$ cat src/rtl/cdc_bus_tx.sv
// Source-side transmitter for a two-phase toggle request/acknowledge bus crossing.
// Holds the accepted word on xfer_data until the synchronised acknowledge matches xfer_req.
module cdc_bus_tx #(
   parameter int NUMSTGS = 2,
   parameter int DATAWTH = 8,
   parameter int TIMEOUT = 0
) (
   input  logic               clk,
   input  logic               rst_n,
   input  logic               src_valid,
   input  logic [DATAWTH-1:0] src_data,
   output logic               src_ready,
   output logic               xfer_req,
   output logic [DATAWTH-1:0] xfer_data,
   input  logic               ack_async,
   output logic               done,
   output logic               err_proto,
   output logic               err_timeout,
   input  logic               err_clr
);

   typedef enum logic [0:0] {
      IDLE     = 1'b0,
      WAIT_ACK = 1'b1
   } state_t;

   localparam logic [15:0] TMO_LIMIT = 16'(TIMEOUT);

   state_t               state_r, state_nxt_s;
   logic [NUMSTGS-1:0]   sync_r;
   logic                 ack_sync_s;
   logic [15:0]          cnt_r, cnt_nxt_s;
   logic                 req_r, req_nxt_s;
   logic [DATAWTH-1:0]   data_r, data_nxt_s;
   logic                 done_r, done_nxt_s;
   logic                 eproto_r, eproto_nxt_s;
   logic                 etmo_r, etmo_nxt_s;
   logic                 set_proto_s, set_tmo_s;

   // Plain flop chain resynchronising the destination's toggle acknowledge
   always_ff @(posedge clk or negedge rst_n) begin
      if (!rst_n) begin
         sync_r <= '0;
      end else begin
         sync_r <= {sync_r[NUMSTGS-2:0], ack_async};
      end
   end

   assign ack_sync_s = sync_r[NUMSTGS-1];

   // Next-state, handshake and error-flag logic
   always_comb begin
      state_nxt_s  = state_r;
      cnt_nxt_s    = cnt_r;
      req_nxt_s    = req_r;
      data_nxt_s   = data_r;
      done_nxt_s   = 1'b0;
      set_proto_s  = 1'b0;
      set_tmo_s    = 1'b0;
      case (state_r)
         IDLE: begin
            if (ack_sync_s != req_r) begin
               set_proto_s = 1'b1;
            end else begin
               set_proto_s = 1'b0;
            end
            if (src_valid) begin
               data_nxt_s  = src_data;
               req_nxt_s   = ~req_r;
               cnt_nxt_s   = 16'd0;
               state_nxt_s = WAIT_ACK;
            end else begin
               state_nxt_s = IDLE;
            end
         end
         WAIT_ACK: begin
            if (ack_sync_s == req_r) begin
               state_nxt_s = IDLE;
               done_nxt_s  = 1'b1;
            end else if (cnt_r < TMO_LIMIT) begin
               // Flag only on the edge the count reaches the limit, so err_clr can drop it while still stuck
               cnt_nxt_s = cnt_r + 16'd1;
               set_tmo_s = ((cnt_r + 16'd1) == TMO_LIMIT);
            end else begin
               cnt_nxt_s = cnt_r;
            end
         end
         default: begin
            state_nxt_s = IDLE;
         end
      endcase
      eproto_nxt_s = set_proto_s | (eproto_r & ~err_clr);
      etmo_nxt_s   = set_tmo_s   | (etmo_r   & ~err_clr);
   end

   // State and output registers
   always_ff @(posedge clk or negedge rst_n) begin
      if (!rst_n) begin
         state_r  <= IDLE;
         cnt_r    <= 16'd0;
         req_r    <= 1'b0;
         data_r   <= '0;
         done_r   <= 1'b0;
         eproto_r <= 1'b0;
         etmo_r   <= 1'b0;
      end else begin
         state_r  <= state_nxt_s;
         cnt_r    <= cnt_nxt_s;
         req_r    <= req_nxt_s;
         data_r   <= data_nxt_s;
         done_r   <= done_nxt_s;
         eproto_r <= eproto_nxt_s;
         etmo_r   <= etmo_nxt_s;
      end
   end

   assign src_ready   = (state_r == IDLE);
   assign xfer_req    = req_r;
   assign xfer_data   = data_r;
   assign done        = done_r;
   assign err_proto   = eproto_r;
   assign err_timeout = etmo_r;

endmodule

$ cat config.mk
export PLATFORM = sky130hd
export DESIGN_NAME = cdc_bus_tx
export DESIGN_NICKNAME = d
export VERILOG_FILES = /design/src/rtl/cdc_bus_tx.sv
export SDC_FILE = /design/constraint.sdc
export NUM_CORES = 1
export LEC_CHECK = 0
export ABC_AREA = 1
export BUFFER_PORTS_ARGS = -buffer_cell sky130_fd_sc_hd__buf_2
export CAP_MARGIN = 20
export CORE_AREA = 2 2 39 41
export CTS_CLUSTER_DIAMETER = 100
export DETAILED_ROUTE_END_ITERATION = 8
export DIE_AREA = 0 0 41 43
export PLACE_DENSITY = 0.75
export SLEW_MARGIN = 20
export SYNTH_ARGS = -nofsm -noshare
export SYNTH_HDL_FRONTEND = slang
export SYNTH_SLANG_ARGS = --single-unit
$ cat constraint.sdc
create_clock -name clk -period 2 [get_ports clk]
set_input_delay 0.1 -clock clk [delete_from_list [all_inputs] [get_ports clk]]
set_output_delay 0.1 -clock clk [all_outputs]
set_load 0.01 [all_outputs]
==> flow_summary_export.csv <==
group,metric,value,unit
clock_network,clockRootBuffer,"clkbuf_4",
worst_hold_path,hp-class,"primary input to flip-flop",
synth,synthTopCellsByArea,"dfrtp_1 (66%), nand2_1 (21%), buf_8 (2.7%)",
layout,fillers,136,
synth,synth_area,566,µm²
power,ir_drop,0.618,mV
clock_network,cts_buffers,3,
worst_setup_path,crit_required,1.90,ns
worst_setup_path,cp_num_cells,2,
clock_network,cts-htree-levels,1,
placed_design,dpl.hpwl,741,µm
clock_network,cts_resized,0,
clock_network,cts_tree,"yes",
synth,ys_warn_count,0,
worst_setup_path,path_class,"flip-flop to output pin",
run_status,status,"completed",
layout,final_nets,104,
global_routing,grt_pass1_vias,408,
synth,synth_edf_count,0,
run,drv_cap,0,
synth,yosys-top-cells-count,"nand2_1 (31), dfrtp_1 (15), inv_1 (4)",
synth,synth_area_per_cell,9.59,µm²
synth,async_reset_ff_frac,1.00,
worst_setup_path,reg2reg_depth,5,
drt,routedWlPerCell,9.63,µm
floorplanning,die_x,41,µm
global_routing,antenna_found_initial,0,
clock_network,cts_hold_buf,3,
synth,ys_types,10,
synth,synth.most_common_cell,"nand2_1",
synth,ys_seq_area_frac,0.664,
drt,wl,1020,µm
sta,period_share,0.501,
clock_network,clk_latency,0.27,ns
drt,via_count,463,
sta,finalSetupViolCount,0,
worst_setup_path,crit_path_max_incr_delay,0.39,ns
synth,synth_adder_area_share,0,
drt,via_per_inst,4.37,
placed_design,port-buffer-count,25,
floorplanning,die_area,1760,µm²
power,p_total,1.03,mW
layout,layout-drive-gt1-share,0.356,
synth,synthesis.nets,72,
worst_setup_path,path_buf_inv,2,
synth,synth-simple-area-share,0.261,
clock_network,postCtsSetupBuffers,0,
synth,synth-seq-cells,15,
sta,relSlewSlack,0.778,
worst_hold_path,min_path_cells,3,
synth,synth_top_family_by_area,"simple AND/OR/NAND/NOR gates",
clock_network,clkTransAtPathRegs,0.08,ns
sta,fin_skew,0.000273,ns
sta,tightest_slew,0.332,ns
synth,synth_mux_area_frac,0,
worst_setup_path,r2r_setup_slack,1.08,ns
drt,drtIter0Drc,6,
worst_setup_path,reg2reg_to,"xfer_data[1]",
sta,whs,0.0148,ns
layout,area_growth,33.0,%
synth,synth-xor-area-share,0,
worst_hold_path,worstHoldStart,"src_data[3]",
layout,final_cells,106,
sta,slew_violations,0,
sta,fmax,999,MHz
sta,period_needed,1.00,ns
sta,rsz0062_at_grt,"false",
power,leakage,0.450,nW
worst_setup_path,cp_max_fo,4,
global_routing,grt.total_usage,0.144,
sta,tns,0,ns
worst_setup_path,crit_family,"flip-flops",
drt,drc,0,
placed_design,gp_congestion,0.746,
layout,fin_util,0.543,
global_routing,grt_max_degree,16,
synth,synth_compound_area_frac,0.00885,
worst_setup_path,critical_path_arrival,0.90,ns
worst_setup_path,crit_chain,"inv_2 -> buf_2",
synth,synth_top_area_cell,"dfrtp_1",
synth,synthCells,59,
global_routing,gr-total-overflow,0,
drt,dr.pass1.iters,4,
worst_hold_path,holdPathEnd,"xfer_data[3]",
clock_network,ctsLongestPathBuffers,2,
floorplanning,start_util,0.409,
worst_setup_path,cp-end-kind,"output pin",
synth,synthFlopType,"dfrtp_1",
layout,diodes,0,
synth,synth_top_area_frac,0.664,
global_routing,grt_pass1_wl,1640,µm
floorplanning,ios,26,
sta,finalHoldViolCount,0,
floorplanning,rows,14,
drt,ant_nets,0,
floorplanning,die_height,43,µm
worst_setup_path,slowest_stage,"dfrtp_1",
clock_network,cts_sinks,15,
placed_design,place_inst,99,
worst_setup_path,r2r_start,"state_r",
worst_setup_path,crit_path_start_kind,"flip-flop",
power,power_density,1370,nW/µm²
floorplanning,coreArea,1380,µm²
final cells by class:
class / instances / area (µm²) / area share
Timing Repair Buffer: 28 / 155 / 0.206
Sequential cell: 15 / 375 / 0.499
Clock buffer: 4 / 26.3 / 0.0349
Multi-Input combinational cell: 37 / 153 / 0.203
Inverter: 6 / 22.5 / 0.0300
Tap cell: 16 / 20.0 / 0.0266
worst reg2reg max path, delay by kind of cell, from the launching register on:
family                 cells  cell delay, ns
DFF                        1            0.39
buffers and inverters      2            0.25
and+or+nand+nor            3            0.22
registers in the layout, indices dropped and copies added, names as in the netlist:
name	flops
xfer_req	1
done	1
state_r	1
err_proto	1
err_timeout	1
xfer_data	8
sync_r	2
routing by layer:
layer  global-route usage  wire (µm)
met4                0.100         14
met5                    0          0
met1                0.199        440
met2                0.184        504
met3               0.0471         62
cells in the final DEF, fill, tap and decap left out, drive strengths merged:
master and count:
clkbuf 4, nand3 2, nor2 1, dfrtp 15, nand2 33, inv 6, buf 25, dlygate4sd3 3
a21oi 1
worst max path at each step:
stage / startpoint / to / slack (ns)
floorplan: state_r / xfer_req / 1.13
CTS: state_r / src_ready / 0.99
finish: state_r / src_ready / 1.0
detailed placement: state_r / xfer_data[6] / 1.09
global placement: state_r / xfer_data[5] / 1.13
global route: state_r / src_ready / 0.93
where the power goes:
group	internal (mW)	leakage [nW]	switching [mW]
logic	0.157	0.250	0.230
clock network	0.0772	0.0150	0.0857
registers	0.421	0.185	0.0604
total	0.656	0.450	0.376
metrics by stage:
stage                     cell area [µm²]  setup WS [ns]
after detailed placement              696           1.09
final                                 752          0.999
after CTS                             752          0.989
after global placement                696           1.13
after global routing                  752          0.931
after floorplan                       566           1.13
logic make-up after synthesis:
logic type / after synthesis
AND/OR/NAND/NOR: 36
flip-flops: 15
buffers and inverters: 7
AO/OA/AOI/OAI: 1
Note: power is estimated with default switching activity, not from simulation.
